<file path="src/rtl/fadd_acc_if.sv">
// fadd_acc_if: element stream in, sum stream out, and the operand/result port to the fadd.
interface fadd_acc_if;
  logic        in_valid;
  logic        in_ready;
  logic [31:0] in_data;
  logic        in_last;
  logic        out_valid;
  logic        out_ready;
  logic [31:0] out_data;
  logic [4:0]  out_flag;
  logic        add_req;
  logic [31:0] add_x;
  logic [31:0] add_y;
  logic [31:0] add_rslt;
  logic [4:0]  add_flag;

  modport slave (
    input  in_valid, in_data, in_last, out_ready, add_rslt, add_flag,
    output in_ready, out_valid, out_data, out_flag, add_req, add_x, add_y
  );

  modport master (
    output in_valid, in_data, in_last, out_ready, add_rslt, add_flag,
    input  in_ready, out_valid, out_data, out_flag, add_req, add_x, add_y
  );
endinterface

</file>
<file path="src/rtl/fadd_acc.sv">
// fadd_acc: float32 packet accumulator driving a pipelined fadd of latency LAT.
// Define FADD_ACC_FTZ_EN to flush subnormal inputs and adder results to signed zero.
module fadd_acc #(
  parameter int unsigned LAT = 3
) (
  input  logic      clk,
  input  logic      reset,
  fadd_acc_if.slave bus
);
  localparam int unsigned CW = (LAT > 1) ? $clog2(LAT) : 1;

  typedef enum logic [2:0] {IDLE, ACCUM, ISSUE, WAIT, OUT} state_t;

  state_t        state, state_nx;
  logic [CW-1:0] cnt;
  logic [31:0]   acc;
  logic [31:0]   ax;
  logic [31:0]   ay;
  logic [4:0]    sticky;
  logic          last_q;
  logic [31:0]   in_fz;
  logic [31:0]   rslt_fz;
  logic [4:0]    flag_fz;

`ifdef FADD_ACC_FTZ_EN
  function automatic logic is_sub(input logic [31:0] v);
    return (v[30:23] == 8'h00) && (v[22:0] != '0);
  endfunction

  // A flushed result is both inexact and an underflow.
  always_comb begin
    in_fz   = is_sub(bus.in_data)  ? {bus.in_data[31], 31'h0}  : bus.in_data;
    rslt_fz = is_sub(bus.add_rslt) ? {bus.add_rslt[31], 31'h0} : bus.add_rslt;
    flag_fz = is_sub(bus.add_rslt) ? (bus.add_flag | 5'b00011) : bus.add_flag;
  end
`else
  assign in_fz   = bus.in_data;
  assign rslt_fz = bus.add_rslt;
  assign flag_fz = bus.add_flag;
`endif

  always_ff @(posedge clk or negedge reset) begin
    if (!reset) state <= IDLE;
    else        state <= state_nx;
  end

  always_comb begin
    state_nx      = state;
    bus.in_ready  = 1'b0;
    bus.out_valid = 1'b0;
    bus.add_req   = 1'b0;
    case (state)
      IDLE: begin
        bus.in_ready = 1'b1;
        if (bus.in_valid) state_nx = bus.in_last ? OUT : ACCUM;
      end
      ACCUM: begin
        bus.in_ready = 1'b1;
        if (bus.in_valid) state_nx = ISSUE;
      end
      ISSUE: begin
        bus.add_req = 1'b1;
        state_nx    = WAIT;
      end
      WAIT: begin
        if (cnt == '0) state_nx = last_q ? OUT : ACCUM;
      end
      OUT: begin
        bus.out_valid = 1'b1;
        if (bus.out_ready) state_nx = IDLE;
      end
      default: state_nx = IDLE;
    endcase
  end

  // Operands stay put until capture: the adder re-reads them in its last stage.
  always_ff @(posedge clk or negedge reset) begin
    if (!reset) begin
      acc    <= '0;
      sticky <= '0;
      ax     <= '0;
      ay     <= '0;
      last_q <= 1'b0;
      cnt    <= '0;
    end else begin
      case (state)
        IDLE: if (bus.in_valid) begin
          acc    <= in_fz;
          sticky <= '0;
        end
        ACCUM: if (bus.in_valid) begin
          ax     <= acc;
          ay     <= in_fz;
          last_q <= bus.in_last;
        end
        ISSUE: cnt <= CW'(LAT - 1);
        WAIT: begin
          if (cnt == '0) begin
            acc    <= rslt_fz;
            sticky <= sticky | flag_fz;
          end else begin
            cnt <= cnt - CW'(1);
          end
        end
        default: ;
      endcase
    end
  end

  assign bus.add_x    = ax;
  assign bus.add_y    = ay;
  assign bus.out_data = (state == OUT) ? acc : '0;
  assign bus.out_flag = (state == OUT) ? sticky : '0;
endmodule

</file>
<file path="src/flat_wrapper.sv">
// flat-port wrapper written by rule: the top's interface ports become plain ports
module fadd_acc_flat 
#(
  parameter int unsigned LAT = 3
)
  (clk, reset, bus_in_valid, bus_in_data, bus_in_last, bus_out_ready, bus_add_rslt, bus_add_flag, bus_in_ready, bus_out_valid, bus_out_data, bus_out_flag, bus_add_req, bus_add_x, bus_add_y);
  fadd_acc_if bus_i ();
  input  logic clk;
  input  logic reset;
  input wire logic [$bits(bus_i.in_valid)-1:0] bus_in_valid;
  input wire logic [$bits(bus_i.in_data)-1:0] bus_in_data;
  input wire logic [$bits(bus_i.in_last)-1:0] bus_in_last;
  input wire logic [$bits(bus_i.out_ready)-1:0] bus_out_ready;
  input wire logic [$bits(bus_i.add_rslt)-1:0] bus_add_rslt;
  input wire logic [$bits(bus_i.add_flag)-1:0] bus_add_flag;
  output wire logic [$bits(bus_i.in_ready)-1:0] bus_in_ready;
  output wire logic [$bits(bus_i.out_valid)-1:0] bus_out_valid;
  output wire logic [$bits(bus_i.out_data)-1:0] bus_out_data;
  output wire logic [$bits(bus_i.out_flag)-1:0] bus_out_flag;
  output wire logic [$bits(bus_i.add_req)-1:0] bus_add_req;
  output wire logic [$bits(bus_i.add_x)-1:0] bus_add_x;
  output wire logic [$bits(bus_i.add_y)-1:0] bus_add_y;
  assign bus_i.in_valid = bus_in_valid;
  assign bus_i.in_data = bus_in_data;
  assign bus_i.in_last = bus_in_last;
  assign bus_i.out_ready = bus_out_ready;
  assign bus_i.add_rslt = bus_add_rslt;
  assign bus_i.add_flag = bus_add_flag;
  assign bus_in_ready = bus_i.in_ready;
  assign bus_out_valid = bus_i.out_valid;
  assign bus_out_data = bus_i.out_data;
  assign bus_out_flag = bus_i.out_flag;
  assign bus_add_req = bus_i.add_req;
  assign bus_add_x = bus_i.add_x;
  assign bus_add_y = bus_i.add_y;
  fadd_acc #(.LAT(LAT)) u_core (.clk(clk), .reset(reset), .bus(bus_i));
endmodule
</file>
<file path="config.mk">
export PLATFORM = sky130hd
export DESIGN_NAME = fadd_acc_flat
export DESIGN_NICKNAME = d
export VERILOG_FILES = /design/src/rtl/fadd_acc_if.sv /design/src/rtl/fadd_acc.sv /design/src/flat_wrapper.sv
export SDC_FILE = /design/constraint.sdc
export NUM_CORES = 1
export LEC_CHECK = 0
export CAP_MARGIN = 40
export CORE_ASPECT_RATIO = 0.8
export CORE_MARGIN = 3
export CORE_UTILIZATION = 40
export CTS_CLUSTER_SIZE = 24
export DETAILED_ROUTE_END_ITERATION = 10
export GPL_TIMING_DRIVEN = 0
export PLACE_DENSITY = 0.76
export SLEW_MARGIN = 20
export SYNTH_ARGS = -nofsm -noshare
export SYNTH_HDL_FRONTEND = slang
export SYNTH_SLANG_ARGS = --single-unit
</file>
<file path="constraint.sdc">
create_clock -name clk -period 1.71 [get_ports clk]
set_input_delay 0.342 -clock clk [delete_from_list [all_inputs] [get_ports clk]]
set_output_delay 0.342 -clock clk [all_outputs]
set_load 0.03 [all_outputs]
</file>
* Word-level counts from Yosys, hierarchy flattened
Cells that the tools add are included.
Storage, ports and cells: output and inout port bits 104, word-level logic and storage cells 47, memories kept 0, input port bits 74, memory bits (read-only) 0, RAM bits 0, register bits after elaboration 107, bits in latches 0
Operators by class: muxes and demuxes 20, div/mod/pow operators 0, $lt $le $gt $ge 0, shift operators 0, reduce and logical (&&, ||, !) cells 9, bitwise operators 1, multipliers 0, $add $sub $neg 1, equality and inequality tests 9
Operator list (number):
- two-way mux 32 bit | 3
- one-hot mux 32 bit (2 select lines) | 1
- two-way mux 3 bit | 6
- two-way mux 5 bit | 3
- one-hot mux 3 bit (5 select lines) | 1
- one-hot mux 5 bit (2 select lines) | 1
- != test 2 bit (second input constant) | 4
- equality test 3 x 2 -> 1 bit (second input constant) | 2
- OR 5 bit | 1
- one-hot mux 2 bit (2 select lines) | 1
- AND reduction 2 bit | 2
- AND reduction 4 bit | 1
- nonzero test 2 bit | 2
- equality test 3 x 1 -> 1 bit (second input constant) | 1
- equality test 3 bit (second input constant) | 1
- zero test 3 bit | 1
- two-way mux 1 bit | 3
- AND reduction 3 bit | 1
- zero test 2 bit | 1
- two-way mux 2 bit | 1
- != test 2 x 1 -> 1 bit (second input constant) | 1
- OR reduction 2 bit | 1
- subtractor 2 x 1 -> 2 bit (second input constant) | 1

* Longest topological paths before layout
Gate-level depths: netlist (run 1).
depth after elaboration 3, mapped depth 6, gate-level depth less buffers 5

* Worst setup path after synthesis (run 1)
OpenSTA, ideal clock, no wires.
kind flip-flop to flip-flop, start point register u_core.state[1], end point register u_core.cnt[0], path buffers 1, cell stages (with the launch flop) 5, data required time 1585 ps, period minus slack after synthesis 1899 ps, setup slack -189 ps, data arrival time 1775 ps, setup time 125 ps, path through dfrtp_1 -> buf_2 -> nor3b_1 -> nor2_1 -> mux2_2
On the way: cells in the longest elaborated chain, start to end 3, elaborated cells between the ends (all ways) 6, those cells by class eq/ne (3); mux (1); reduce/logical (2)
Ends and longest elaborated chain:
- start: declaration | RTL line fadd_acc.sv:14 | state_t state, state_nx;
- start signal: assignment | RTL line fadd_acc.sv:44 | else state <= state_nx;
- equality test 3 x 2 -> 1 bit | RTL line fadd_acc.sv:86 | case (state)
- != test 2 bit (no source line) / nonzero test 2 bit (equally long branches)
- AND reduction 2 bit (no source line)
- end signal: assignment | RTL line fadd_acc.sv:96 | ISSUE: cnt <= CW'(LAT - 1);
- end signal: assignment | RTL line fadd_acc.sv:102 | cnt <= cnt - CW'(1);
- end: declaration | RTL line fadd_acc.sv:15 | logic [CW-1:0] cnt;
Several ways; a longest one is shown, not always the timed one. A chain may end at the register's enable or synchronous reset.

* Worst setup path in the final report (run 1)
start point register u_core.state[0], end point output bus_out_data[16]
On the way: cells in the longest elaborated chain, start to end 2
Ends and longest elaborated chain:
- equality test 3 bit | RTL line fadd_acc.sv:112 | assign bus.out_data = (state == OUT) ? acc : '0;
- two-way mux 32 bit | RTL line fadd_acc.sv:112
- end: declaration | RTL line flat_wrapper.sv:18 | output wire logic [$bits(bus_i.out_data)-1:0] bus_out_data;
Every way passes these cells.

==> results of run 1 <==
layer usage:
metal	routed length, um	GRT usage (%)	up-vias
met5	0	0	-
met4	225	5.45	0
met3	1270	8.45	20
met2	6300	31.0	119
met1	5850	25.8	1760
li1	-	-	1647
path summary, 6_finish.rpt:
path | slack, ns | end
max in group asynchronous | 0.57 | u_core.state[0]$_DFFE_PN0P_
setup reg to reg | -0.22 | u_core.acc[1]$_DFFE_PN0P_
setup / recovery | -0.29 | bus_out_data[16]
hold / removal | 0.50 | u_core.bus.add_y[16]$_DFFE_PN0P_
hold reg to reg | 0.50 | u_core.bus.add_y[29]$_DFFE_PN0P_
min in group clk | 0.50 | u_core.state[1]$_DFFE_PN0P_
placed cells by master (no fill, tap or decap), types with 5 or more instances in the layout:
| cell type | instances |
|---|---|
| sky130_fd_sc_hd__a21oi_1 | 7 |
| sky130_fd_sc_hd__and3_1 | 12 |
| sky130_fd_sc_hd__and3_2 | 5 |
| sky130_fd_sc_hd__and3_4 | 20 |
| sky130_fd_sc_hd__buf_12 | 7 |
| sky130_fd_sc_hd__buf_4 | 26 |
| sky130_fd_sc_hd__buf_6 | 38 |
| sky130_fd_sc_hd__buf_8 | 5 |
| sky130_fd_sc_hd__clkbuf_16 | 14 |
| sky130_fd_sc_hd__clkdlybuf4s50_1 | 71 |
| sky130_fd_sc_hd__dfrtp_1 | 107 |
| sky130_fd_sc_hd__dlygate4sd2_1 | 64 |
| sky130_fd_sc_hd__mux2_1 | 5 |
| sky130_fd_sc_hd__mux2_2 | 125 |
| sky130_fd_sc_hd__nor2_1 | 8 |
final cells by class:
type	instances	area [um^2]	share of cell area (%)
multi-input combinational	207	2090	27.3
buffer	25	327	4.27
sequential	107	2680	35.0
clock buffer	11	243	3.18
inverter	2	7.51	0.0982
clock inverter	5	60.1	0.786
timing repair buffer	203	2060	26.9
tap	148	185	2.42
through the flow:
step                      TNS (ns)  hold WS (ns)  utilization, %
after detailed placement    -74.53         0.330            58.5
after global placement     -474.29         0.470            58.3
after global routing        -20.91         0.513            65.9
final                       -15.72         0.500            65.9
after CTS                   -12.75         0.494            63.2
after floorplan                  0        0.0464               -
flip-flops by register name, indices dropped and copies added (netlist names):
name,count
u_core.cnt,2
u_core.bus.add_y,32
u_core.sticky,5
u_core.acc,32
u_core.state,3
u_core.last_q,1
u_core.bus.add_x,32
power groups by stage:
stage	clock [mW]	combinational, mW	sequential [mW]
after detailed placement	0	7.45	4.61
final	2.12	8.14	4.56
after CTS	2.18	7.61	4.55
after floorplan	0	3.12	6.02
after global routing	2.28	8.59	4.74
after global placement	0	7.35	4.54
Yosys cell counts (all sizes together):
cell type,instances,area share (%)
mux2,130,31
dfrtp,107,56
and3,37,4.8
buf,16,2.5
nor2,11,0.86
clkbuf,9,0.71
a21oi,8,1.1
nand2,4,0.31
inv,2,0.16
mux2i,2,0.42
nand2b,2,0.26
nand3b,2,0.58
a22o,1,0.18
a2bb2oi,1,0.18
and2,1,0.13
and4b,1,0.21
ha,1,0.26
nand3,1,0.10
nor2b,1,0.13
nor3,1,0.10
nor3b,1,0.16
o21bai,1,0.16
or3b,1,0.18
logic make-up after synthesis:
| logic type | Yosys count | synth area share [%] |
|---|---|---|
| AND/OR/NAND/NOR | 63 | 7.87 |
| multiplexers | 132 | 31.0 |
| AO/OA/AOI/OAI | 11 | 1.59 |
| adder cells (fa/ha/maj) | 1 | 0.261 |
| buffers and inverters | 27 | 3.35 |
| flip-flops | 107 | 55.9 |
what timing repair did:
item | in CTS | in global routing
hold buffers | 1 | 0
endpoints found under the setup margin | 185 | 138
setup buffers | 9 | 7
resized for setup | 375 | 46
hold endpoints to repair | 52 | 0
pin swaps | 3 | 4
cloned | 4 | 5
==> metrics.txt, run 1 <==
# TYPE chip_impl_metric gauge
chip_impl_info{name="outcome",value="complete, but fails checks"} 1
chip_impl_info{name="violations_in_the_final_reports",value="negative setup slack"} 1
chip_impl_metric{name="ys_seq_elements",unit=""} 107
chip_impl_metric{name="setup_slack_placement",unit="ns"} -0.837
chip_impl_info{name="rsz_0062_raised_after_global_routing",value="true"} 1
chip_impl_metric{name="switching_power",unit="mW"} 5.83
chip_impl_info{name="worst_path_most_repeated_cell",value="sky130_fd_sc_hd__buf_6"} 1
chip_impl_metric{name="die-area",unit="um^2"} 13300
chip_impl_metric{name="rows",unit=""} 35
chip_impl_metric{name="number_of_vias_in_the_routed_layout",unit=""} 3546
chip_impl_metric{name="postRouteWirelength",unit="mm"} 13.6
chip_impl_metric{name="drt-initial-drc-count",unit=""} 88
chip_impl_info{name="crit-reg2reg-launch",value="u_core.state[1]$_DFFE_PN0P_"} 1
chip_impl_metric{name="design.final.nets",unit=""} 630
chip_impl_metric{name="grt_pass1_wl",unit="mm"} 20.8
chip_impl_info{name="crit_path_start_kind",value="register"} 1
chip_impl_metric{name="peak_ir_drop_on_the_vdd_network",unit="uV"} 1120
chip_impl_metric{name="ioPinCount",unit=""} 178
chip_impl_metric{name="power.share.combinational",unit="%"} 54.9
chip_impl_info{name="clock_tree.root_cell",value="sky130_fd_sc_hd__clkbuf_16"} 1
chip_impl_metric{name="port_buffers",unit=""} 177
chip_impl_metric{name="maximum_number_of_pins_on_one_net_before_global_route_repair",unit=""} 56
chip_impl_metric{name="max_clock_freq",unit="GHz"} 0.501
chip_impl_metric{name="fin_crit",unit="ns"} 2.00
chip_impl_metric{name="worstSetupPathDepth",unit=""} 6
chip_impl_metric{name="post_synth_instance_area",unit="um^2"} 4790
chip_impl_info{name="worst_setup_path_end_kind",value="output pin"} 1
chip_impl_metric{name="clock_latency",unit="ns"} 0.35
chip_impl_metric{name="cts-root-to-sink-buffers",unit=""} 2
chip_impl_metric{name="cts_inserted_buffers",unit=""} 9
chip_impl_metric{name="fin_worst_skew",unit="ns"} 0.00900
chip_impl_metric{name="grt_antenna_before_repair",unit=""} 0
chip_impl_metric{name="timing_worst_slew_pin_value",unit="ns"} 0.563
chip_impl_info{name="tritoncts",value="done"} 1
chip_impl_metric{name="layoutNonFillerInstCount",unit=""} 708
chip_impl_metric{name="power_frac_seq",unit="%"} 30.8
chip_impl_metric{name="relSlewSlack",unit="%"} 62.2
chip_impl_metric{name="cts_htree_levels",unit=""} 3
chip_impl_metric{name="period_share",unit="%"} 117
chip_impl_metric{name="p_int",unit="mW"} 8.99
chip_impl_metric{name="floorplan.die.height",unit="um"} 104
chip_impl_metric{name="firstDrtPassIters",unit=""} 4
chip_impl_info{name="list_of_cells_traversed_by_the_critical_path",value="buf_6, nor2_4, buf_8, clkbuf_8, and3_2, buf_6"} 1
chip_impl_metric{name="net_switching_share_of_the_total_power",unit="%"} 39.3
chip_impl_metric{name="yosys_warnings",unit=""} 0
chip_impl_info{name="worst_path_max_delay_cell",value="sky130_fd_sc_hd__dfrtp_1"} 1
chip_impl_metric{name="slew_viol_final",unit=""} 0
chip_impl_metric{name="core_region_area",unit="um^2"} 11600
chip_impl_metric{name="route.detailed.vias_per_inst",unit=""} 5.01
chip_impl_metric{name="synth.lib_cells_used.distinct",unit=""} 28
chip_impl_metric{name="detail_route.drc_violations",unit=""} 0
chip_impl_metric{name="postLayoutCellArea",unit="um^2"} 7640
chip_impl_metric{name="antenna-diode-count",unit=""} 0
chip_impl_metric{name="drive_gt1_share",unit="%"} 47.0
chip_impl_metric{name="initial_utilization",unit="%"} 41.3
chip_impl_metric{name="clock_pin_slew_on_the_worst_setup_and_hold_paths",unit="ns"} 0.07
chip_impl_metric{name="cp_max_fo",unit=""} 8
chip_impl_metric{name="routed_wire_length_per_instance",unit="um"} 19.3
chip_impl_metric{name="p_leak",unit="nW"} 3.44
chip_impl_info{name="timing.critical_path.max_delay_family",value="buffers and inverters"} 1
chip_impl_metric{name="power_per_cell_area",unit="nW/um^2"} 1940
chip_impl_metric{name="setup_violations",unit=""} 88
chip_impl_metric{name="critical_path.max_stage_delay",unit="ns"} 0.39
chip_impl_metric{name="critPathArrivalTime",unit="ns"} 1.65
chip_impl_metric{name="finalWeightedCongestion",unit=""} 0.801
chip_impl_metric{name="share_clk_of_total_power",unit="%"} 14.3
chip_impl_metric{name="synthesis.area_per_instance",unit="um^2"} 14.0
chip_impl_metric{name="fin_total_pwr",unit="mW"} 14.8
chip_impl_metric{name="globalRoute.totalOverflow",unit=""} 0
chip_impl_metric{name="critical_path.n_buffers_inverters",unit=""} 4
chip_impl_metric{name="final.fill_count",unit=""} 874
chip_impl_info{name="worst_setup_path_startpoint",value="u_core.state[0]$_DFFE_PN0P_"} 1
chip_impl_metric{name="timing_hold_violations_final",unit=""} 0
chip_impl_metric{name="hpwl_after_detailed_placement",unit="mm"} 9.40
chip_impl_metric{name="layout_overhead_on_the_synthesized_area",unit="%"} 59.7
chip_impl_metric{name="cap_viol_max_count",unit=""} 0
chip_impl_metric{name="synth_seq_area_share",unit="%"} 55.9
chip_impl_metric{name="die-width",unit="um"} 128
chip_impl_metric{name="post_synth_inst_count",unit=""} 341
chip_impl_metric{name="clock_sink_count",unit=""} 107
chip_impl_metric{name="post-place-cells",unit=""} 667
chip_impl_info{name="worstSetupPathType",value="register to output pin"} 1
chip_impl_info{name="hp-class",value="input port to async pin"} 1
chip_impl_metric{name="worst-endpoint-required",unit="ns"} 1.37
chip_impl_metric{name="dpl_cell_area",unit="um^2"} 6790
chip_impl_metric{name="grt_pass1_vias",unit=""} 3826
chip_impl_metric{name="globalRouteTotalUtil",unit="%"} 20.1
chip_impl_metric{name="antenna_violating_nets_post_route",unit=""} 0
chip_impl_metric{name="rr_worst_depth",unit=""} 6
chip_impl_metric{name="net_count_of_the_mapped_netlist",unit=""} 416
chip_impl_metric{name="postLayoutSetupSlackWorst",unit="ns"} -0.287
Power figures use the tool's default switching activity.
==> inputs of run 2 (changes only) <==
CELL_PAD_IN_SITES_DETAIL_PLACEMENT = 1   (was unset)
CELL_PAD_IN_SITES_GLOBAL_PLACEMENT = 2   (was unset)
CORE_UTILIZATION = 26   (was 40)
PLACE_DENSITY = unset   (was 0.76)
PLACE_DENSITY_LB_ADDON = 0.1   (was unset)
TNS_END_PERCENT = 30   (was unset)
==> run 2 against run 1 <==
  * The flow still finishes with violations (negative setup slack)
  * Clock skew hardly changed
  * Die area is 51% higher
  * Critical path depth stayed put
  * Sequential cell count stayed put
  * Largest power group unchanged
  * Register-to-register slack worse by 0.04 ns
  * Wire length is 13% higher
  * Combinational power is 1% higher
  * Non-clock buffer count is 2 higher
==> metrics.txt, run 2 (synthesis gave the netlist of run 1 again) <==
# TYPE chip_impl_metric gauge
chip_impl_info{name="outcome",value="complete, but fails checks"} 1
chip_impl_info{name="violations_in_the_final_reports",value="negative setup slack"} 1
chip_impl_info{name="mostFrequentLayoutCell",value="sky130_fd_sc_hd__mux2_2"} 1
chip_impl_metric{name="rr_worst_depth",unit=""} 6
chip_impl_metric{name="grt_antenna_before_repair",unit=""} 1
chip_impl_metric{name="drive_gt1_share",unit="%"} 47.2
chip_impl_metric{name="timing_hold_violations_final",unit=""} 0
chip_impl_metric{name="cap_viol_max_count",unit=""} 0
chip_impl_metric{name="postRouteWirelength",unit="mm"} 15.5
chip_impl_metric{name="grt_pass1_vias",unit=""} 4036
chip_impl_metric{name="timing_worst_slew_pin_value",unit="ns"} 0.523
chip_impl_metric{name="fin_worst_skew",unit="ns"} 0.00889
chip_impl_metric{name="finalWeightedCongestion",unit=""} 0.724
chip_impl_metric{name="globalRoute.totalOverflow",unit=""} 0
chip_impl_info{name="most-common-layout-cells",value="sky130_fd_sc_hd__mux2_2 (125), sky130_fd_sc_hd__dfrtp_1 (107), sky130_fd_sc_hd__clkdlybuf4s50_1 (71)"} 1
chip_impl_metric{name="design.final.nets",unit=""} 632
chip_impl_metric{name="grt_pass1_wl",unit="mm"} 24.0
chip_impl_info{name="worst_setup_path_end_kind",value="output pin"} 1
chip_impl_metric{name="multiInputGateArea",unit="um^2"} 2120
chip_impl_metric{name="postLayoutSetupSlackWorst",unit="ns"} -0.330
chip_impl_metric{name="routed_wire_length_per_instance",unit="um"} 19.7
chip_impl_metric{name="drt-initial-drc-count",unit=""} 76
chip_impl_metric{name="maximum_number_of_pins_on_one_net_before_global_route_repair",unit=""} 63
chip_impl_metric{name="rows",unit=""} 43
chip_impl_metric{name="route.detailed.vias_per_inst",unit=""} 4.54
chip_impl_metric{name="worst-r2r-setup-slack",unit="ns"} -0.26
chip_impl_info{name="list_of_cells_traversed_by_the_critical_path",value="buf_6, nor2_4, buf_8, clkbuf_16, and3_2, buf_6"} 1
chip_impl_metric{name="ioPinCount",unit=""} 178
chip_impl_info{name="worst_path_most_repeated_cell",value="sky130_fd_sc_hd__buf_6"} 1
chip_impl_metric{name="detail_route.drc_violations",unit=""} 0
chip_impl_info{name="tritoncts",value="done"} 1
chip_impl_metric{name="register_area",unit="um^2"} 2680
chip_impl_metric{name="setup_violations",unit=""} 72
chip_impl_metric{name="initial_utilization",unit="%"} 27.0
chip_impl_metric{name="cts_inserted_buffers",unit=""} 9
chip_impl_metric{name="layout_overhead_on_the_synthesized_area",unit="%"} 63.1
chip_impl_metric{name="cts_htree_levels",unit=""} 3
chip_impl_metric{name="cp_max_fo",unit=""} 6
chip_impl_info{name="worst_path_max_delay_cell",value="sky130_fd_sc_hd__dfrtp_1"} 1
chip_impl_metric{name="antenna_violating_nets_post_route",unit=""} 0
chip_impl_metric{name="floorplan.die.height",unit="um"} 127
chip_impl_metric{name="post-place-cells",unit=""} 744
chip_impl_metric{name="layoutNonFillerInstCount",unit=""} 786
chip_impl_metric{name="cts-root-to-sink-buffers",unit=""} 2
chip_impl_metric{name="clock_pin_slew_on_the_worst_setup_and_hold_paths",unit="ns"} 0.07
chip_impl_metric{name="antenna-diode-count",unit=""} 0
chip_impl_metric{name="setup_slack_placement",unit="ns"} -0.953
chip_impl_metric{name="slew_viol_final",unit=""} 0
chip_impl_info{name="rsz_0062_raised_after_global_routing",value="true"} 1
chip_impl_info{name="clock_tree.root_cell",value="sky130_fd_sc_hd__clkbuf_16"} 1
chip_impl_metric{name="peak_ir_drop_on_the_vdd_network",unit="uV"} 670
chip_impl_metric{name="final.fill_count",unit=""} 1838
chip_impl_metric{name="port_buffers",unit=""} 177
chip_impl_metric{name="p_leak",unit="nW"} 3.46
chip_impl_metric{name="globalRouteTotalUtil",unit="%"} 15.7
chip_impl_metric{name="final_util",unit="%"} 44.1
chip_impl_metric{name="period_share",unit="%"} 119
chip_impl_metric{name="fin_crit",unit="ns"} 2.04
chip_impl_info{name="hp-class",value="input port to async pin"} 1
chip_impl_metric{name="die-width",unit="um"} 158
chip_impl_info{name="crit_path_start_kind",value="register"} 1
chip_impl_info{name="timing.critical_path.max_delay_family",value="buffers and inverters"} 1
chip_impl_metric{name="number_of_vias_in_the_routed_layout",unit=""} 3572
chip_impl_metric{name="hpwl_after_detailed_placement",unit="mm"} 10.7
chip_impl_metric{name="fin_total_pwr",unit="mW"} 15.2
chip_impl_metric{name="firstDrtPassIters",unit=""} 4
chip_impl_info{name="reg2reg_to",value="u_core.acc[16]$_DFFE_PN0P_"} 1
chip_impl_metric{name="max_clock_freq",unit="GHz"} 0.490
chip_impl_metric{name="critical_path.n_buffers_inverters",unit=""} 4
chip_impl_metric{name="power_per_cell_area",unit="nW/um^2"} 1950
chip_impl_metric{name="core_region_area",unit="um^2"} 17700
chip_impl_metric{name="clock_latency",unit="ns"} 0.35
chip_impl_info{name="crit-reg2reg-launch",value="u_core.state[1]$_DFFE_PN0P_"} 1
chip_impl_metric{name="clock_sink_count",unit=""} 107
chip_impl_metric{name="relSlewSlack",unit="%"} 64.9
chip_impl_metric{name="critical_path.max_stage_delay",unit="ns"} 0.39
chip_impl_metric{name="worst-endpoint-required",unit="ns"} 1.37
chip_impl_metric{name="critPathArrivalTime",unit="ns"} 1.70
chip_impl_info{name="worstSetupPathType",value="register to output pin"} 1
chip_impl_metric{name="die-area",unit="um^2"} 20100
run 2: worst max path at each step:
stage                                 from                               to  slack [ns]  cells after the start
2_1_floorplan  u_core.state[1]$_DFFE_PN0P_                 bus_out_data[12]       -0.01                      5
3_3_place_gp                         reset  u_core.bus.add_x[7]$_DFFE_PN0P_       -4.19                      1
3_5_place_dp   u_core.state[1]$_DFFE_PN0P_                 bus_out_data[18]       -0.95                      6
4_1_cts        u_core.state[1]$_DFFE_PN0P_                 bus_out_data[16]       -0.35                      6
5_1_grt        u_core.state[1]$_DFFE_PN0P_                 bus_out_data[18]       -0.43                      6
6_report       u_core.state[0]$_DFFE_PN0P_                 bus_out_data[10]       -0.33                      6
run 2: final cells by class:
type / count / area share, %
buffer: 25 / 4.25
clock buffer: 11 / 3.11
clock inverter: 4 / 1.27
inverter: 2 / 0.0961
multi-input combinational: 207 / 27.1
sequential: 107 / 34.3
tap: 225 / 3.60
timing repair buffer: 205 / 26.3
run 2: through the flow:
step / hold slack, ns / cell area (um^2) / TNS [ns]
CTS: 0.481 / 7600 / -17.35
global route: 0.509 / 7810 / -21.02
global placement: 0.469 / 6850 / -528.43
detailed placement: 0.312 / 6880 / -81.88
finish: 0.481 / 7810 / -15.52
floorplan: 0.0464 / 4800 / -0.0800
run 2: worst reg2reg max path: stages, from the launching register on:
cell,delay (ns)
sky130_fd_sc_hd__dfrtp_1,0.40
sky130_fd_sc_hd__buf_4,0.16
sky130_fd_sc_hd__or3b_1,0.39
sky130_fd_sc_hd__a21oi_4,0.16
sky130_fd_sc_hd__buf_12,0.15
sky130_fd_sc_hd__bufbuf_16,0.27
sky130_fd_sc_hd__mux2_2,0.32
run 2: power breakdown:
| group | switching (mW) | internal (mW) |
|---|---|---|
| Clock | 0.947 | 1.47 |
| Sequential | 0.705 | 3.85 |
| Combinational | 4.24 | 4.00 |
run 2: layer usage:
| metal | wire length (um) | track usage [%] |
|---|---|---|
| met1 | 6680 | 19.9 |
| met2 | 7390 | 25.6 |
| met3 | 1100 | 5.66 |
| met4 | 263 | 3.98 |
| met5 | 13 | 0 |
run 2: timing repair:
item                                   CTS  global route
endpoints found under the hold margin   45             0
pin swaps                                8             3
resized for setup                      401            37
setup endpoints to repair              187           133
hold buffers                             1             0
setup buffers                           13            10
gates cloned                             4             0
==> inputs of run 3 (changes only) <==
ABC_AREA = 1   (was unset)
CELL_PAD_IN_SITES_DETAIL_PLACEMENT = unset   (was 1)
CELL_PAD_IN_SITES_GLOBAL_PLACEMENT = unset   (was 2)
CORE_UTILIZATION = 49   (was 26)
DONT_BUFFER_PORTS = 1   (was unset)
PLACE_DENSITY = 0.66   (was unset)
PLACE_DENSITY_LB_ADDON = unset   (was 0.1)
==> run 3 against run 2 <==
  * The run ends with negative hold slack, negative setup slack left
  * Die area decreased by 45%
  * Final cell count down 3.4%
  * Register-to-register slack gained 0.19 ns
  * Sequential power is 28% higher
  * Largest cell class unchanged
==> metrics.txt, run 3 <==
# TYPE chip_impl_metric gauge
chip_impl_metric{name="initial_utilization",unit="%"} 51.8
chip_impl_metric{name="post_synth_instance_area",unit="um^2"} 4820
chip_impl_metric{name="net_count_of_the_mapped_netlist",unit=""} 687
chip_impl_metric{name="critical_path.max_stage_delay",unit="ns"} 0.43
chip_impl_metric{name="route.detailed.vias_per_inst",unit=""} 5.30
chip_impl_metric{name="cap_viol_max_count",unit=""} 0
chip_impl_metric{name="setup_violations",unit=""} 92
chip_impl_metric{name="share_clk_of_total_power",unit="%"} 17.2
chip_impl_metric{name="final.fill_count",unit=""} 790
chip_impl_metric{name="cp_max_fo",unit=""} 7
chip_impl_metric{name="whs",unit="ns"} -0.312
chip_impl_metric{name="synthArstFlopShare",unit="%"} 100
chip_impl_metric{name="die-area",unit="um^2"} 11100
chip_impl_metric{name="design.final.nets",unit=""} 715
chip_impl_metric{name="firstDrtPassIters",unit=""} 4
chip_impl_info{name="mostFrequentLayoutCell",value="sky130_fd_sc_hd__nand2_1"} 1
chip_impl_info{name="worst_path_most_repeated_cell",value="sky130_fd_sc_hd__nor2_4"} 1
chip_impl_metric{name="floorplan.die.height",unit="um"} 94.7
chip_impl_info{name="rsz_0062_raised_after_global_routing",value="true"} 1
chip_impl_info{name="tritoncts",value="done"} 1
chip_impl_metric{name="period_share",unit="%"} 109
chip_impl_metric{name="grt_pass1_wl",unit="mm"} 20.7
chip_impl_metric{name="cts-root-to-sink-buffers",unit=""} 2
chip_impl_metric{name="die-width",unit="um"} 117
chip_impl_metric{name="rows",unit=""} 31
chip_impl_info{name="worst_setup_path_end_kind",value="output pin"} 1
chip_impl_info{name="clock_tree.root_cell",value="sky130_fd_sc_hd__clkbuf_16"} 1
chip_impl_metric{name="antenna-diode-count",unit=""} 0
chip_impl_metric{name="fin_total_pwr",unit="mW"} 13.0
chip_impl_metric{name="slew_viol_final",unit=""} 0
chip_impl_metric{name="relSlewSlack",unit="%"} 65.6
chip_impl_metric{name="postRouteWirelength",unit="mm"} 13.2
chip_impl_metric{name="ys_seq_elements",unit=""} 107
chip_impl_metric{name="drive_gt1_share",unit="%"} 17.7
chip_impl_metric{name="peak_ir_drop_on_the_vdd_network",unit="uV"} 1020
chip_impl_metric{name="ioPinCount",unit=""} 178
chip_impl_metric{name="worst-r2r-setup-slack",unit="ns"} -0.07
chip_impl_metric{name="dpl_cell_area",unit="um^2"} 4960
chip_impl_info{name="synth_top_cells_by_area",value="sky130_fd_sc_hd__dfrtp_1 (56%), sky130_fd_sc_hd__nand2_1 (17%), sky130_fd_sc_hd__o21ai_0 (11%), sky130_fd_sc_hd__inv_1 (6.4%), sky130_fd_sc_hd__nor2_1 (3.9%)"} 1
chip_impl_metric{name="cts_htree_levels",unit=""} 3
chip_impl_metric{name="multiInputGateArea",unit="um^2"} 1980
chip_impl_metric{name="yosys_warnings",unit=""} 0
chip_impl_metric{name="routed_wire_length_per_instance",unit="um"} 17.3
chip_impl_metric{name="grt_pass1_vias",unit=""} 4100
chip_impl_metric{name="synth_edf_count",unit=""} 0
chip_impl_metric{name="worst-endpoint-required",unit="ns"} 1.37
chip_impl_metric{name="postLayoutSetupSlackWorst",unit="ns"} -0.158
chip_impl_metric{name="power_frac_seq",unit="%"} 44.9
chip_impl_info{name="timing.critical_path.max_delay_family",value="flip-flops"} 1
chip_impl_info{name="most-common-layout-cells",value="sky130_fd_sc_hd__nand2_1 (222), sky130_fd_sc_hd__dfrtp_1 (104), sky130_fd_sc_hd__o21ai_0 (91)"} 1
chip_impl_info{name="outcome",value="complete, but fails checks"} 1
chip_impl_metric{name="yosysTopAreaCellShare",unit="%"} 55.6
chip_impl_metric{name="finalSetupTns",unit="ns"} -5.68
chip_impl_info{name="violations_in_the_final_reports",value="negative hold slack, negative setup slack"} 1
chip_impl_metric{name="synthesis.area_per_instance",unit="um^2"} 7.87
chip_impl_metric{name="core_region_area",unit="um^2"} 9310
chip_impl_metric{name="timing_hold_violations_final",unit=""} 107
chip_impl_info{name="synth.largest_area_cell",value="sky130_fd_sc_hd__dfrtp_1"} 1
chip_impl_metric{name="globalRouteTotalUtil",unit="%"} 24.3
chip_impl_metric{name="final_util",unit="%"} 63.8
chip_impl_info{name="crit_path_start_kind",value="register"} 1
chip_impl_info{name="hp-class",value="input port to async pin"} 1
chip_impl_metric{name="hpwl_after_detailed_placement",unit="mm"} 9.03
chip_impl_metric{name="clock_pin_slew_on_the_worst_setup_and_hold_paths",unit="ns"} 0.07
chip_impl_metric{name="fin_worst_skew",unit="ns"} 0.00837
chip_impl_metric{name="postLayoutCellArea",unit="um^2"} 5940
chip_impl_metric{name="register_area",unit="um^2"} 2680
chip_impl_metric{name="max_clock_freq",unit="GHz"} 0.535
chip_impl_metric{name="switching_power",unit="mW"} 6.14
chip_impl_metric{name="power.share.combinational",unit="%"} 37.9
chip_impl_metric{name="synth.lib_cells_used.distinct",unit=""} 18
chip_impl_metric{name="clock_sink_count",unit=""} 107
chip_impl_metric{name="cts_inserted_buffers",unit=""} 9
chip_impl_info{name="ys_top_cells_by_count",value="sky130_fd_sc_hd__nand2_1 (224), sky130_fd_sc_hd__dfrtp_1 (107), sky130_fd_sc_hd__o21ai_0 (102), sky130_fd_sc_hd__inv_1 (82), sky130_fd_sc_hd__nor2_1 (50)"} 1
chip_impl_metric{name="layout_overhead_on_the_synthesized_area",unit="%"} 23.3
chip_impl_info{name="worstSetupPathType",value="register to output pin"} 1
chip_impl_metric{name="synth_seq_area_share",unit="%"} 55.6
chip_impl_metric{name="drt-initial-drc-count",unit=""} 244
chip_impl_metric{name="antenna_violating_nets_post_route",unit=""} 0
chip_impl_metric{name="p_int",unit="mW"} 6.82
chip_impl_metric{name="power_per_cell_area",unit="nW/um^2"} 2180
chip_impl_metric{name="critPathArrivalTime",unit="ns"} 1.53
chip_impl_metric{name="finalWeightedCongestion",unit=""} 0.747
chip_impl_metric{name="post_synth_inst_count",unit=""} 612
chip_impl_metric{name="detail_route.drc_violations",unit=""} 0
chip_impl_metric{name="port_buffers",unit=""} 0
chip_impl_info{name="synth_flop_type",value="sky130_fd_sc_hd__dfrtp_1"} 1
chip_impl_metric{name="globalRoute.totalOverflow",unit=""} 0
chip_impl_info{name="worst_path_max_delay_cell",value="sky130_fd_sc_hd__dfrtp_2"} 1
chip_impl_metric{name="grt_antenna_before_repair",unit=""} 0
chip_impl_metric{name="timing_worst_slew_pin_value",unit="ns"} 0.515
chip_impl_metric{name="fin_crit",unit="ns"} 1.87
chip_impl_metric{name="net_switching_share_of_the_total_power",unit="%"} 47.4
chip_impl_metric{name="maximum_number_of_pins_on_one_net_before_global_route_repair",unit=""} 108
chip_impl_metric{name="number_of_vias_in_the_routed_layout",unit=""} 4024
chip_impl_info{name="list_of_cells_traversed_by_the_critical_path",value="nor2_4, nand2_4, buf_12, clkbuf_16, nor2_4"} 1
chip_impl_metric{name="clock_latency",unit="ns"} 0.35
chip_impl_metric{name="p_leak",unit="nW"} 2.97
chip_impl_metric{name="critical_path.n_buffers_inverters",unit=""} 2
chip_impl_info{name="yosys.cell_count.top_type",value="sky130_fd_sc_hd__nand2_1"} 1
-- run 3: changes by cell type after synthesis, moves of 3 or more --
cell,change
sky130_fd_sc_hd__a21oi_1,-7
sky130_fd_sc_hd__and3_1,-37
sky130_fd_sc_hd__buf_2,+11
sky130_fd_sc_hd__buf_6,-3
sky130_fd_sc_hd__inv_1,+80
sky130_fd_sc_hd__mux2_1,-5
sky130_fd_sc_hd__mux2_2,-125
sky130_fd_sc_hd__nand2_1,+220
sky130_fd_sc_hd__nand2_2,+3
sky130_fd_sc_hd__nand3_1,+3
sky130_fd_sc_hd__nor2_1,+39
sky130_fd_sc_hd__o21ai_0,+102
-- run 3: power by group through the flow --
stage | clock (mW) | sequential [mW] | combinational [mW]
after floorplan | 0 | 5.59 | 2.81
after global placement | 0 | 5.81 | 3.46
after detailed placement | 0 | 5.85 | 3.58
after CTS | 2.25 | 5.81 | 4.33
after global routing | 2.39 | 5.96 | 5.52
final | 2.23 | 5.81 | 4.92
-- run 3: final timing paths --
kind	start	end	cells past startpoint
worst max-delay path	u_core.state[1]$_DFFE_PN0P_	bus_out_data[26]	5
worst min-delay path	reset	u_core.bus.add_x[5]$_DFFE_PN0P_	0
worst max register to register	u_core.state[1]$_DFFE_PN0P_	u_core.acc[15]$_DFFE_PN0P_	9
worst min register to register	u_core.acc[14]$_DFFE_PN0P_	u_core.acc[14]$_DFFE_PN0P_	2
max in group asynchronous	reset	u_core.state[1]$_DFFE_PN0P_	0
min in group clk	bus_in_data[27]	u_core.bus.add_y[27]$_DFFE_PN0P_	2
-- run 3: logic make-up (layout without fill, tap and decap cells) --
group	Yosys count	after routing	share of synthesized area, %
buffers and inverters	115	147	9.92
adder cells (fa/ha/maj)	1	1	0.260
AND/OR/NAND/NOR	286	286	23.5
AO/OA/AOI/OAI	103	103	10.8
flip-flops	107	107	55.6
-- run 3: metrics by stage --
stage	worst slack, ns	hold WS, ns	instances
finish	-0.158	-0.312	759
global route	-0.213	-0.337	759
detailed placement	-0.236	0.0493	727
floorplan	-0.0107	0.0464	612
CTS	-0.156	-0.323	750
global placement	-0.233	0.0491	727
-- run 3: layout make-up --
type	count	share of cell area (%)
clock buffer	11	4.09
buffer	31	4.82
inverter	84	5.41
sequential	107	45.1
clock inverter	4	1.26
tap	115	2.42
timing repair buffer	17	3.54
multi-input combinational	390	33.3
-- run 3: worst reg2reg max path: stages, from the launching register on --
cell,delay [ns]
sky130_fd_sc_hd__dfrtp_2,0.43
sky130_fd_sc_hd__buf_4,0.15
sky130_fd_sc_hd__nor2_4,0.34
sky130_fd_sc_hd__nand2_2,0.14
sky130_fd_sc_hd__nand2_4,0.11
sky130_fd_sc_hd__inv_4,0.05
sky130_fd_sc_hd__nor2_8,0.20
sky130_fd_sc_hd__buf_8,0.17
sky130_fd_sc_hd__nand2_1,0.06
sky130_fd_sc_hd__nand2_1,0.07
-- run 3: what timing repair did --
item | 4_1_cts | 5_1_grt
pin swaps | 7 | 8
buffers inserted | 6 | 6
resized for setup | 109 | 37
setup endpoints to repair | 105 | 135
hold endpoints to repair | 107 | 107
gates cloned | 2 | 3
-- run 3: routing by layer --
layer	global-route usage [%]	vias up	share of wire (%)	wire length, um
met2	38.9	157	47	6240
met4	7.35	0	1.8	231
li1	-	1908	-	-
met1	31.1	1945	42	5500
met5	0	-	0	0
met3	8.84	14	9.0	1190
==> edit (settings of run 2) <==
The option `FADD_ACC_FTZ_EN` is turned on by a define.
--- a/src/rtl/fadd_acc.sv
+++ b/src/rtl/fadd_acc.sv
@@ -1,4 +1,6 @@
 // fadd_acc: float32 packet accumulator driving a pipelined fadd of latency LAT.
 // Define FADD_ACC_FTZ_EN to flush subnormal inputs and adder results to signed zero.
+`define FADD_ACC_FTZ_EN
+
 module fadd_acc #(
   parameter int unsigned LAT = 3
Behaviour: not the same (Yosys sat finds a counterexample within 4 cycles, from zero or initial values and one cycle with reset low).
==> edit against run 2 <==
- the flow still finishes with violations (negative setup slack)
- critical path depth rose by 1
- design area rose by 2.4%
- total power fell by 11%
- clock skew rose by 0.0014 ns
- worst setup slack got worse by 0.089 ns
- count of clock-buffer cells in the layout fell by 1
- sequential cell count did not move
- wire length rose by 26%
- register-to-register slack improved by 0.18 ns
- maximum frequency fell by 4.2%
- area after synthesis rose by 0.78%
- via count rose by 28%
- utilization rose by 0.92 points
- largest cell class unchanged
- highest routed layer is now met4
==> edit: results (changes against run 2) <==
- The initial DRC count is 209 (+180%).
- The met1 wire length came to 9330 um (+40%).
- The worst endpoint data arrival time was 1.79 ns (+0.09 ns).
- The number of placed instances, taps included is 918 (+23%).
- The total met2 wirelength after detailed routing is 8827 um (+19%).
- The weighted congestion at the end of routability-driven global placement is 0.7978 (+10%).
- The XOR/XNOR share of the synthesized area is 0% (unchanged).
- The number of vias in the routed layout was 4558 (+28%).
- The share of cells above drive strength 1 is 29.96% (-17 points).
- The placed instance area is 6964 um2 (+1.2%).
- The class of the tightest hold or removal check is in -> reg.
- The unique cell type count in the Yosys netlist is 43 (+54%).
- The wire length of the first global-routing pass came to 29900 um (+25%).
- The detailed placer's ending HPWL is 14520 um (+36%).
- The multiplexer area fraction after synthesis came to 0.2334% (-31 points).
- The final worst-path setup slack is -0.4187 ns (-0.08916 ns).
- The highest signal layer in the routed design is met4.
- The synthesized-area fraction occupied by ao, oa, aoi and oai cells came to 9.129% (+7.5 points).
- The routed length on met3 is 998 um (-9.1%).
- The standby leakage power is 3.963 nW (+14%).
- The average footprint of a synthesized cell was 9.368 um2 (-33%).
- The number of buffers created by CTS is 9 (unchanged).
- The root buffer selected by CTS is sky130_fd_sc_hd__clkbuf_16.
- The final reports fail on negative setup slack.
- The run finished, with violations left.
- The maximum vdd ir drop is 0.0008001 V (+19%).
- The sum of negative setup slack is -15.03 ns (+0.4955 ns).
- The highest fanout seen on the critical path is 5 (-1).
- The via count of the first global-routing pass came to 5028 (+25%).
- The adder and majority cell fraction of the synthesized area came to 0.2593% (-0.0020 points).
- The sequential fraction of the synthesis area is 55.50% (-0.44 points).
- The largest individual stage delay along the critical path comes from the cell sky130_fd_sc_hd__dfrtp_2.
- The total routing resource utilization after global routing is 19.57% (+3.9 points).
- The net count reported at finish is 811 (+28%).
- The count of maximum capacitance violations was 0 (unchanged).
- The final number of setup-violating endpoints is 73 (+1.4%).
- The post-route clock skew was 0.01031 ns (+0.001425 ns).
- The non-filler instance count after layout came to 967 (+23%).
- The worst slew margin relative to its limit is 63.61% (-1.3 points).
- The setup slack at placement came to -0.9329 ns (+0.02013 ns).
- The routed length per instance is 20.13 um (+2.4%).
- Yosys attributes the largest share of cell area to sky130_fd_sc_hd__dfrtp_1 (55%), sky130_fd_sc_hd__nand2_1 (14%), sky130_fd_sc_hd__and2_1 (4.9%).
- The maximum single-stage delay on the critical path is 0.42 ns (+0.03 ns).
- The number of iterations in the first detailed-routing pass is 4 (unchanged).
- The commonest cells after synthesis are sky130_fd_sc_hd__nand2_1 (186), sky130_fd_sc_hd__dfrtp_1 (107), sky130_fd_sc_hd__and2_1 (38), sky130_fd_sc_hd__nor2_1 (38), sky130_fd_sc_hd__a22oi_1 (30).
- The pin count of the biggest net entering global routing is 55 (-13%).
- The net count after synthesis is 590 (+42%).
[edit: cell count changes after synthesis, sizes merged, moves of 5 or more]
| cell | change |
|---|---|
| mux2 | -129 |
| a22o | +7 |
| and2 | +37 |
| a22oi | +30 |
| nor3 | +16 |
| o21ai | +5 |
| and3 | -32 |
| nand2 | +182 |
| nor2 | +28 |
| nor4 | +10 |
[edit: final cells by class]
cell class	count	area, um2
Clock inverter	6	71.32
Sequential cell	107	2679
Antenna cell	1	2.502
Tap cell	225	281.5
Buffer	29	292.8
Fill cell	1980	9758
Multi-Input combinational cell	374	2307
Clock buffer	10	239.0
Timing Repair Buffer	212	2112
Inverter	3	11.26
[edit: what timing repair did]
item,4_1_cts,5_1_grt
hold buffers,1,0
resized for setup,445,72
endpoints found under the setup margin,204,130
cloned,6,0
endpoints found under the hold margin,53,0
setup buffers,24,6
pin swaps,47,4
[edit: cell families after synthesis]
group                      after synthesis
adders and majority gates                1
DFF                                    107
AOI/OAI and AO/OA                       57
and+or+nand+nor                        315
muxes                                    1
buffers and inverters                   34
[edit: final timing paths]
kind | from | end | slack [ns] | cells past startpoint
max in group asynchronous | reset | u_core.state[0] | 0.51 | 3
min | bus_in_data[30] | u_core.bus.add_y[30] | 0.33 | 3
max reg2reg | u_core.state[1] | u_core.acc[13] | -0.08 | 8
min in group asynchronous | reset | u_core.bus.add_x[27] | 0.52 | 2
min reg2reg | u_core.bus.add_x[27] | u_core.bus.add_x[27] | 0.48 | 2
max | u_core.state[0] | bus_out_data[22] | -0.42 | 7
[edit: metal layers]
layer	vias to the layer above	GRT usage, %
li1	2162	-
met1	2254	28.48
met2	124	29.96
met3	18	3.949
met4	0	4.755
met5	-	0
[edit: where the power goes]
group	internal [mW]	switching (mW)
sequential	3.69	0.833
clock	1.19	0.994
combinational	2.80	4.06
total	7.68	5.89
